### src/rtl/flopr_pkg.sv
// flopr_pkg: shared constants and the decoded register operation type
package flopr_pkg;
    localparam logic [31:0] FLOPR_NOP_32 = 32'h0000_0000;
    typedef enum logic [1:0] {OP_RESET, OP_FLUSH, OP_HOLD, OP_LOAD} flopr_op_e;
endpackage

### src/rtl/flopr_ctrl.sv
// flopr_ctrl: decodes reset/flush/stall into one register operation
// Ports: reset, flush, stall (in, active-high); op (out, flopr_op_e)
// Reset wins outright, so X on flush/stall while reset=1 still yields OP_RESET.
module flopr_ctrl
    import flopr_pkg::*;
(
    input  logic      reset,
    input  logic      flush,
    input  logic      stall,
    output flopr_op_e op
);
    always_comb begin
        op = reset ? OP_RESET : flush ? OP_FLUSH : stall ? OP_HOLD : OP_LOAD;
    end
endmodule

### src/rtl/flopr.sv
// flopr: pipeline register with sync reset, flush and stall
// Ports: clk; reset (sync, active-high); stall (hold); flush (load FLUSH_VALUE);
//        d [WIDTH-1:0] next data; q [WIDTH-1:0] registered data, straight from the flop.
// Macro FLOPR_TRACE_EN compiles in a simulation-only per-edge trace line.
module flopr
    import flopr_pkg::*;
#(
    parameter int               WIDTH       = 32,
    parameter logic [WIDTH-1:0] RESET_VALUE = '0,
    parameter logic [WIDTH-1:0] FLUSH_VALUE = WIDTH'(FLOPR_NOP_32)
) (
    input  logic             clk,
    input  logic             reset,
    input  logic             stall,
    input  logic             flush,
    input  logic [WIDTH-1:0] d,
    output logic [WIDTH-1:0] q
);
    flopr_op_e op;

    flopr_ctrl u_ctrl (
        .reset(reset),
        .flush(flush),
        .stall(stall),
        .op   (op)
    );

    always_ff @(posedge clk) begin
        case (op)
            OP_RESET: q <= RESET_VALUE;
            OP_FLUSH: q <= FLUSH_VALUE;
            OP_LOAD:  q <= d;
            default:  q <= q;
        endcase
    end

`ifdef FLOPR_TRACE_EN
    // $strobe reports q after this edge's update has settled.
    always @(posedge clk) begin
        $strobe("%m reset=%b flush=%b stall=%b op=%s q=%h", reset, flush, stall, op.name(), q);
    end
`else
`endif
endmodule

### config.mk
export PLATFORM = sky130hd
export DESIGN_NAME = flopr
export DESIGN_NICKNAME = d
export VERILOG_FILES = /design/src/rtl/flopr_pkg.sv /design/src/rtl/flopr_ctrl.sv /design/src/rtl/flopr.sv
export SDC_FILE = /design/constraint.sdc
export NUM_CORES = 1
export LEC_CHECK = 0
export BUFFER_PORTS_ARGS = -buffer_cell sky130_fd_sc_hd__buf_4
export CAP_MARGIN = 20
export CORE_AREA = 2 2 63 65
export CTS_CLUSTER_SIZE = 40
export DETAILED_ROUTE_END_ITERATION = 8
export DIE_AREA = 0 0 65 67
export PLACE_DENSITY = 0.85
export SYNTH_ARGS = -nofsm -noshare
export SYNTH_HDL_FRONTEND = slang
export SYNTH_SLANG_ARGS = --single-unit
### constraint.sdc
create_clock -name clk -period 3.8 [get_ports clk]
set_input_delay 0.19 -clock clk [delete_from_list [all_inputs] [get_ports clk]]
set_output_delay 0.19 -clock clk [all_outputs]
set_load 0.01 [all_outputs]
==> impl_metrics.env, run 1 <==
export IMPL_status="complete, no violations"
export IMPL_power_density_nw_per_um2=361.6
export IMPL_synth_xor_area_share_pct=0
export IMPL_initial_utilization_pct=44.41
export IMPL_cap_violations=0
export IMPL_vias_per_cell=5.048
export IMPL_postCtsSetupRepairBufs=0
export IMPL_yosysTopAreaCell="edfxtp_1"
export IMPL_cts_htree_levels=2
export IMPL_p_clk_share_pct=30.5
export IMPL_tightest_slew_ns=0.5348
export IMPL_wl_mm=2.979
export IMPL_hpwlAfterDp_mm=2.069
export IMPL_cts_buffer_depth=2
export IMPL_antenna_cells=0
export IMPL_p_leak_nw=0.8515
export IMPL_wire_per_inst_um=15.76
export IMPL_arrival_ns=1.53
export IMPL_rsz0062_at_grt="no"
export IMPL_avgSynthCellArea_um2=20.80
export IMPL_p_comb_share_pct=15.5
export IMPL_timing_setup_tns_ns=0
export IMPL_cp_start_kind="primary input"
export IMPL_die_h_um=67
export IMPL_top_regs="q x32"
export IMPL_syn_nets=113
export IMPL_synth_top_family_by_area="simple AND/OR/NAND/NOR gates"
export IMPL_cts_resized=0
export IMPL_rows=22
export IMPL_p_switching_uw=174.7
export IMPL_cp_end_kind="register"
export IMPL_dr_pass1_iters=4
export IMPL_antenna_found_initial=0
export IMPL_p_int_uw=598.1
export IMPL_drive_above_1_share_pct=74.47
export IMPL_cts_hold_buf=0
export IMPL_clock_fmax_mhz=668.7
export IMPL_synth_adder_area_share_pct=0
export IMPL_drc=0
export IMPL_pre_cts_ws_ns=2.011
export IMPL_period_share_pct=39.36
export IMPL_synth_distinct_cells=9
export IMPL_cp_required_ns=3.83
export IMPL_synthTopCellsByArea="edfxtp_1 60%, nor4b_2 25%, nor4b_4 4.5%"
export IMPL_switching_share_pct=22.61
export IMPL_drtAntennaViolNets=0
export IMPL_grt_pass1_vias=870
export IMPL_core_area_um2=3606
export IMPL_syn_area_um2=1602
export IMPL_critPathMaxFanout=33
export IMPL_totalPowerFinal_uw=772.8
export IMPL_finalNonFillerCells=189
export IMPL_hold_class="in -> reg"
export IMPL_final_nets=176
export IMPL_io_buffers=67
export IMPL_clock_sinks=32
export IMPL_synth_mux_area_share_pct=0
export IMPL_synth_seq_area_share_pct=60.00
export IMPL_synth_commonest_cells="32 x edfxtp_1, 27 x nor4b_2, 4 x buf_6"
export IMPL_pwr_share_seq_pct=53.9
export IMPL_max_slew_margin_pct=64.35
export IMPL_num_io_pins=68
export IMPL_largest_reg_flops=32
export IMPL_maxSlewViolCount=0
export IMPL_cts_inserted_buffers=5
export IMPL_largest_register="q"
export IMPL_clk_pin_slew_ns=0.06
export IMPL_cts_tree="built"
export IMPL_dpl_cell_count=181
export IMPL_yosysWarnings=0
export IMPL_syn2layout_area_growth_pct=33.44
export IMPL_min_path_cells=2
export IMPL_criticalPathCategory="in -> reg"
export IMPL_synth_async_reset_ratio_pct=0
export IMPL_synth_compound_area_share_pct=0
export IMPL_hold_viol=0
export IMPL_root_buffer="clkbuf_8"
export IMPL_ys_ff_latch=32
export IMPL_drt_iter0_markers=41
export IMPL_die_x_um=65
export IMPL_synth_top_cell_area_share_pct=60.00
export IMPL_final_area_um2=2137
export IMPL_dpl_cell_area_um2=2054
export IMPL_yosys_area_share_simple_pct=31.41
export IMPL_ys_flop_type="edfxtp_1"
export IMPL_die_area_um2=4355
export IMPL_setup_viol=0
export IMPL_grt_pass1_wl_mm=4.498
export IMPL_yosysMostFrequentCell="edfxtp_1"
export IMPL_grt_max_degree=34
export IMPL_grt_ovfl_total=0
export IMPL_ir_drop_mv=0.1525
export IMPL_vias=954
export IMPL_syn_inst=77
export IMPL_fin_crit_ns=1.496
export IMPL_grt_total_usage_pct=14.80
export IMPL_setup_ws_ns=2.304
export IMPL_synth_edff_count=32
export IMPL_place_gp_congestion=0.6449
export IMPL_fillers=272
per-layer routing:
layer | vias up | global-route usage [%] | routed length (um)
li1 | 444 | - | -
met1 | 459 | 18.48 | 1146
met2 | 47 | 22.94 | 1564
met3 | 4 | 4.561 | 225
met4 | 0 | 7.979 | 43
met5 | - | 0 | 0
area by class of cell:
cell class              instances  area (um2)  area share (%)
well taps                      48       60.06           2.810
repair buffers                 68       530.5           24.82
clock buffers                   5       68.82           3.220
clock inverters                 3       13.76          0.6440
flip-flops and latches         32       960.9           44.96
multi-input cells              33       503.0           23.54
cell usage in the layout (no fill, tap or decap), drive strengths merged:
| cell | instances |
|---|---|
| clkbuf | 5 |
| edfxtp | 32 |
| nor4b | 32 |
| or3b | 1 |
| buf | 68 |
| clkinv | 3 |
final timing paths:
kind,slack (ns),end,startpoint
worst max-delay path,2.30,q[13]$_SDFFCE_PP0P_,stall
worst min-delay path,0.29,q[19]$_SDFFCE_PP0P_,d[19]
worst max-delay path, cell delays in order:
cell	delay (ns)
buf_4	0.43
or3b_1	0.63
buf_16	0.26
power groups by stage:
stage	combinational, mW	clock, mW	sequential (mW)
final	0.120	0.236	0.417
after global routing	0.128	0.255	0.419
after CTS	0.122	0.244	0.417
after detailed placement	0.121	0	0.424
after global placement	0.116	0	0.424
after floorplan	0.0560	0	0.435
per-stage QoR:
stage | util (%) | hold WS (ns)
3_5_place_dp | 56.97 | 0.5687
5_1_grt | 59.26 | 0.2779
2_1_floorplan | - | 0.4696
6_report | 59.26 | 0.2859
4_1_cts | 59.26 | 0.2761
3_3_place_gp | 56.21 | 0.5566
logic make-up (layout without fill, tap and decap cells):
kind of cell / count (synthesis) / in the layout
simple gates: 33 / 33
flops: 32 / 32
buf+inv: 12 / 76
Note: power is estimated with default switching activity, not from simulation.
==> run 2, diff against run 1 <==
Settings changed: ABC_AREA from default to 1, CORE_AREA 2 2 63 65 to 2 2 58 60, DIE_AREA 0 0 65 67 to 0 0 60 62.
Clock period 3.8 ns to 1.6 ns, I/O delays scaled along.
==> run 2 against run 1 <==
Effect of this change:
- count of clock-buffer cells in the layout rose by 2
- combinational power rose by 83%
- flip-flop and latch count did not move
- synthesized cell count rose by 34%
- die area fell by 15%
- final area fell by 14%
- setup slack got worse by 1.7 ns
- final cell count rose by 17%
- critical endpoint is now q[10]
==> impl_metrics.env, run 2 <==
export IMPL_ir_drop_mv=0.4897
export IMPL_clock_sinks=32
export IMPL_postCtsSetupRepairBufs=0
export IMPL_cap_violations=0
export IMPL_grt_max_degree=33
export IMPL_cp_end_kind="primary output"
export IMPL_setup_viol=0
export IMPL_synth_top_cell_area_share_pct=75.96
export IMPL_cts_resized=0
export IMPL_dr_pass1_iters=2
export IMPL_critPathMaxStageDelay_ns=0.39
export IMPL_initial_utilization_pct=39.79
export IMPL_grt_total_usage_pct=13.89
export IMPL_p_leak_nw=0.9845
export IMPL_drtAntennaViolNets=0
export IMPL_clock_fmax_mhz=1053
export IMPL_hold_path_end="q[28]$_SDFFCE_PP0P_"
export IMPL_power_density_nw_per_um2=880.3
export IMPL_grt_ovfl_total=0
export IMPL_most_common_layout_cells="68 x buf_4, 33 x inv_1, 32 x edfxtp_1, 28 x nor2_1"
export IMPL_place_gp_congestion=0.7456
export IMPL_num_io_pins=68
export IMPL_final_nets=211
export IMPL_syn2layout_area_growth_pct=46.09
export IMPL_ys_flop_type="edfxtp_1"
export IMPL_wire_per_inst_um=10.67
export IMPL_synth_seq_area_share_pct=75.96
export IMPL_cp_required_ns=1.52
export IMPL_min_delay_start="d[28]"
export IMPL_arrival_ns=0.87
export IMPL_rows=21
export IMPL_yosysMostFrequentCell="inv_1"
export IMPL_cts_tree="built"
export IMPL_synth_edff_count=32
export IMPL_final_area_um2=1848
export IMPL_cts_inserted_buffers=5
export IMPL_rsz0062_at_grt="no"
export IMPL_synth_async_reset_ratio_pct=0
export IMPL_syn_area_um2=1265
export IMPL_antenna_found_initial=0
export IMPL_grt_pass1_wl_mm=3.519
export IMPL_hpwlAfterDp_mm=1.738
export IMPL_clk_pin_slew_ns=0.09
export IMPL_ys_ff_latch=32
export IMPL_wl_mm=2.369
export IMPL_vias=882
export IMPL_hold_viol=0
export IMPL_drive_above_1_share_pct=44.89
export IMPL_avgSynthCellArea_um2=12.28
export IMPL_syn_nets=139
export IMPL_io_buffers=67
export IMPL_synthTopCellsByArea="edfxtp_1 76%, inv_1 9.8%, nor2_1 8.3%"
export IMPL_synth_commonest_cells="33 x inv_1, 32 x edfxtp_1, 28 x nor2_1, 5 x nor2_2, 3 x buf_6"
export IMPL_drt_iter0_markers=18
export IMPL_die_x_um=60
export IMPL_final_common_cell="buf_4"
export IMPL_grt_pass1_vias=819
export IMPL_syn_inst=103
export IMPL_fin_crit_ns=0.9499
export IMPL_cts_buffer_depth=2
export IMPL_timing_setup_tns_ns=0
export IMPL_largest_reg_flops=32
export IMPL_yosysTopAreaCell="edfxtp_1"
export IMPL_root_buffer="clkbuf_4"
export IMPL_cts_hold_buf=0
export IMPL_criticalPathCategory="reg -> out"
export IMPL_antenna_cells=0
export IMPL_crit_family="flip-flops"
export IMPL_vias_per_cell=3.973
export IMPL_min_path_cells=3
export IMPL_tightest_slew_ns=0.6081
export IMPL_cp_start_kind="register"
export IMPL_maxSlewViolCount=0
export IMPL_worst_path_buf_inv=1
export IMPL_yosysWarnings=0
export IMPL_max_slew_margin_pct=59.32
export IMPL_core_area_um2=3179
export IMPL_crit_path_cell_trace="buf_4"
export IMPL_period_share_pct=59.37
export IMPL_cts_htree_levels=2
export IMPL_status="complete, no violations"
export IMPL_top_regs="q x32"
export IMPL_drc=0
export IMPL_dpl_cell_area_um2=1799
export IMPL_die_area_um2=3720
export IMPL_critPathMaxFanout=1
export IMPL_cpMaxStageDelayCell="edfxtp_1"
export IMPL_die_h_um=62
export IMPL_synth_distinct_cells=7
export IMPL_hold_class="in -> reg"
export IMPL_largest_register="q"
-- run 2: changes by cell type after synthesis, sizes merged --
cell | previous run | this run
or3b | 1 | 0
nor2 | 0 | 33
inv | 0 | 33
nand2 | 0 | 2
buf | 12 | 3
nor4b | 32 | 0
-- run 2: report_power, final --
part	switching [mW]	internal [mW]	total (mW)
Sequential	0.0139	0.972	0.986
Clock	0.253	0.169	0.422
Combinational	0.0942	0.125	0.219
-- run 2: worst max-delay path by stage --
| stage | slack (ns) | cells past startpoint | start | end |
|---|---|---|---|---|
| after global placement | 0.57 | 4 | reset | q[30]$_SDFFCE_PP0P_ |
| after detailed placement | 0.52 | 4 | reset | q[3]$_SDFFCE_PP0P_ |
| final | 0.65 | 1 | q[10]$_SDFFCE_PP0P_ | q[10] |
| after global routing | 0.60 | 1 | q[6]$_SDFFCE_PP0P_ | q[6] |
| after CTS | 0.62 | 1 | q[6]$_SDFFCE_PP0P_ | q[6] |
| after floorplan | 0.37 | 2 | reset | q[0]$_SDFFCE_PP0P_ |
-- run 2: per-stage QoR --
| step | total power [mW] | util, % | hold WS [ns] | std cells | setup WS [ns] |
|---|---|---|---|---|---|
| global route | 1.710 | 58.13 | 0.02846 | 222 | 0.5962 |
| finish | 1.627 | 58.13 | 0.04477 | 222 | 0.6501 |
| detailed placement | 1.229 | 56.59 | 0.3817 | 214 | 0.5158 |
| global placement | 1.223 | 56.59 | 0.3749 | 214 | 0.5706 |
| CTS | 1.645 | 58.13 | 0.03458 | 222 | 0.6229 |
| floorplan | 1.081 | - | 0.2880 | 103 | 0.3732 |
-- run 2: cell families (layout without fill, tap and decap cells) --
| kind of cell | count (synthesis) | in the layout | synth area share, % |
|---|---|---|---|
| flops | 32 | 32 | 75.96 |
| buf+inv | 36 | 109 | 12.46 |
| simple gates | 35 | 35 | 11.57 |
-- run 2: layout make-up --
cell class	instances	area [um2]
clock buffers	7	45.04
fillers	304	1331
clock inverters	1	3.754
inverters	33	123.9
multi-input cells	35	146.4
flip-flops and latches	32	960.9
well taps	46	57.56
repair buffers	68	510.5
-- run 2: metal layers --
layer	up-vias	GRT usage [%]	wire length (um)
li1	450	-	-
met1	389	12.24	817
met2	37	26.55	1337
met3	6	4.969	158
met4	0	8.571	56
met5	-	0	0
==> run 3, diff against run 2 <==
Settings changed: CORE_AREA 2 2 58 60 to 2 2 60 62, DIE_AREA 0 0 60 62 to 0 0 62 64, PLACE_DENSITY 0.85 to 0.84.
Clock period 1.6 ns to 0.8 ns, I/O delays scaled along.
==> run 3 against run 2 <==
Effect of this change:
- critical path depth unchanged
- the run now ends with negative setup slack left
- non-clock buffer count up 13
- largest cell class unchanged
- utilization up 7.2 points
- combinational power rose to 2.6 times the previous value
- sequential share of layout area down 7.2 points
- setup slack worse by 0.78 ns
- via count up 7.7%
- critical endpoint is now q[9]
- first-iteration DRC count up 11%
- sequential power up 100%
- die area up 6.7%
- count of clock-buffer cells in the layout down 2
- highest routed layer unchanged
- flip-flop and latch count unchanged
==> impl_metrics.env, run 3 (synthesis results as in run 2) <==
export IMPL_cts_buffer_depth=2
export IMPL_setup_viol=32
export IMPL_vias=950
export IMPL_power_density_nw_per_um2=1754
export IMPL_routed_wl_met3_um=158
export IMPL_drt_iter0_markers=20
export IMPL_largest_reg_flops=32
export IMPL_rsz0062_at_grt="yes"
export IMPL_io_buffers=67
export IMPL_cts_tree="built"
export IMPL_most_common_layout_cells="36 x buf_4, 33 x inv_1, 32 x edfxtp_1, 31 x buf_6, 28 x nor2_1"
export IMPL_hpwlAfterDp_mm=1.818
export IMPL_fin_crit_ns=0.9313
export IMPL_crit_family="flip-flops"
export IMPL_grt_ovfl_total=0
export IMPL_grt_pass1_wl_mm=4.271
export IMPL_drc=0
export IMPL_finalNonFillerCells=235
export IMPL_cts_htree_levels=2
export IMPL_drive_above_1_share_pct=43.92
export IMPL_final_common_cell="buf_4"
export IMPL_top_regs="q x32"
export IMPL_num_io_pins=68
export IMPL_maxSlewViolCount=0
export IMPL_arrival_ns=0.89
export IMPL_max_slew_margin_pct=72.57
export IMPL_min_path_cells=3
export IMPL_grt_max_degree=33
export IMPL_cap_violations=0
export IMPL_wl_mm=2.788
export IMPL_ir_drop_mv=1.001
export IMPL_cts_inserted_buffers=5
export IMPL_antenna_cells=0
export IMPL_clock_fmax_mhz=1074
export IMPL_multi_input_area_um2=153.9
export IMPL_die_x_um=62
export IMPL_hold_worst_slack_ns=0.007094
export IMPL_fin_util_pct=65.33
export IMPL_grt_total_usage_pct=15.51
export IMPL_cp_end_kind="primary output"
export IMPL_antenna_found_initial=0
export IMPL_criticalPathCategory="reg -> out"
export IMPL_hold_class="in -> reg"
export IMPL_dr_pass1_iters=4
export IMPL_clk_pin_slew_ns=0.10
export IMPL_cp_start_kind="register"
export IMPL_worst_path_buf_inv=1
export IMPL_cpMaxStageDelayCell="edfxtp_1"
export IMPL_cp_required_ns=0.76
export IMPL_core_area_um2=3284
export IMPL_seq_area_um2=960.9
export IMPL_hold_path_end="q[16]$_SDFFCE_PP0P_"
export IMPL_violations="negative setup slack"
export IMPL_critPathMaxFanout=1
export IMPL_rows=21
export IMPL_place_gp_congestion=0.7295
export IMPL_initial_utilization_pct=38.51
export IMPL_drt_met1_wl_um=887
export IMPL_crit_path_cell_trace="buf_6"
export IMPL_syn2layout_area_growth_pct=69.63
export IMPL_largest_register="q"
export IMPL_p_leak_nw=1.094
export IMPL_clock_sinks=32
export IMPL_die_area_um2=3968
export IMPL_final_nets=224
export IMPL_status="finished, violations left"
export IMPL_period_share_pct=116.4
export IMPL_tightest_slew_ns=0.4111
export IMPL_die_h_um=64
export IMPL_wire_per_inst_um=11.86
export IMPL_fillers=279
export IMPL_root_buffer="clkbuf_4"
export IMPL_route_met2_wl_mm=1.636
export IMPL_hold_viol=0
export IMPL_dr_max_layer_used="met4"
export IMPL_min_delay_start="d[16]"
export IMPL_drtAntennaViolNets=0
export IMPL_critPathMaxStageDelay_ns=0.42
export IMPL_setup_ws_ns=-0.1313
export IMPL_dpl_cell_count=214
export IMPL_grt_pass1_vias=1027
export IMPL_vias_per_cell=4.043
==> run 3: cell count changes in the layout (fill, tap and decap cells not counted), sizes merged <==
cell,previous run,this run
bufinv,0,1
clkbuf,7,5
clkinvlp,0,1
dlygate4sd3,0,13
==> run 3: stage by stage <==
step	total power [mW]	setup TNS [ns]	worst slack, ns	instance area (um2)
2_1_floorplan	2.164	0	0.07232	1272
3_3_place_gp	2.454	-4.107	-0.1195	1819
3_5_place_dp	2.469	-5.571	-0.1439	1819
4_1_cts	3.737	-3.466	-0.1364	2066
5_1_grt	3.921	-4.780	-0.1707	2146
6_report	3.764	-3.123	-0.1313	2146
==> run 3: power breakdown <==
| part | switching, mW | internal (mW) |
|---|---|---|
| clock network | 0.556 | 0.651 |
| logic | 0.210 | 0.353 |
| registers | 0.0466 | 1.95 |
==> run 3: area by class of cell <==
| type | count | area share, % |
|---|---|---|
| clock buffer | 5 | 1.749 |
| sequential | 32 | 44.78 |
| tap | 46 | 2.682 |
| timing repair buffer | 81 | 35.86 |
| multi-input combinational | 35 | 7.172 |
| clock inverter | 3 | 1.983 |
| inverter | 33 | 5.773 |
==> run 3: how the worst max path moves through the flow <==
stage	cells past startpoint	end	slack (ns)	from
2_1_floorplan	2	q[0]$_SDFFCE_PP0P_	0.07	reset
3_3_place_gp	3	q[18]$_SDFFCE_PP0P_	-0.12	reset
3_5_place_dp	3	q[13]$_SDFFCE_PP0P_	-0.14	reset
4_1_cts	1	q[9]	-0.14	q[9]$_SDFFCE_PP0P_
5_1_grt	1	q[9]	-0.17	q[9]$_SDFFCE_PP0P_
6_report	1	q[9]	-0.13	q[9]$_SDFFCE_PP0P_
==> run 3: layer usage <==
| metal | GRT usage, % | vias to the layer above |
|---|---|---|
| li1 | - | 477 |
| met1 | 12.43 | 414 |
| met2 | 29.69 | 48 |
| met3 | 5.668 | 11 |
| met4 | 8.245 | 0 |
| met5 | 0 | - |
==> run 3: repair_timing <==
item | in CTS | in global routing
endpoints found under the setup margin | 32 | 32
buffers inserted | 0 | 0
endpoints found under the hold margin | 11 | 2
hold buffers | 11 | 2
gates resized for setup | 15 | 16
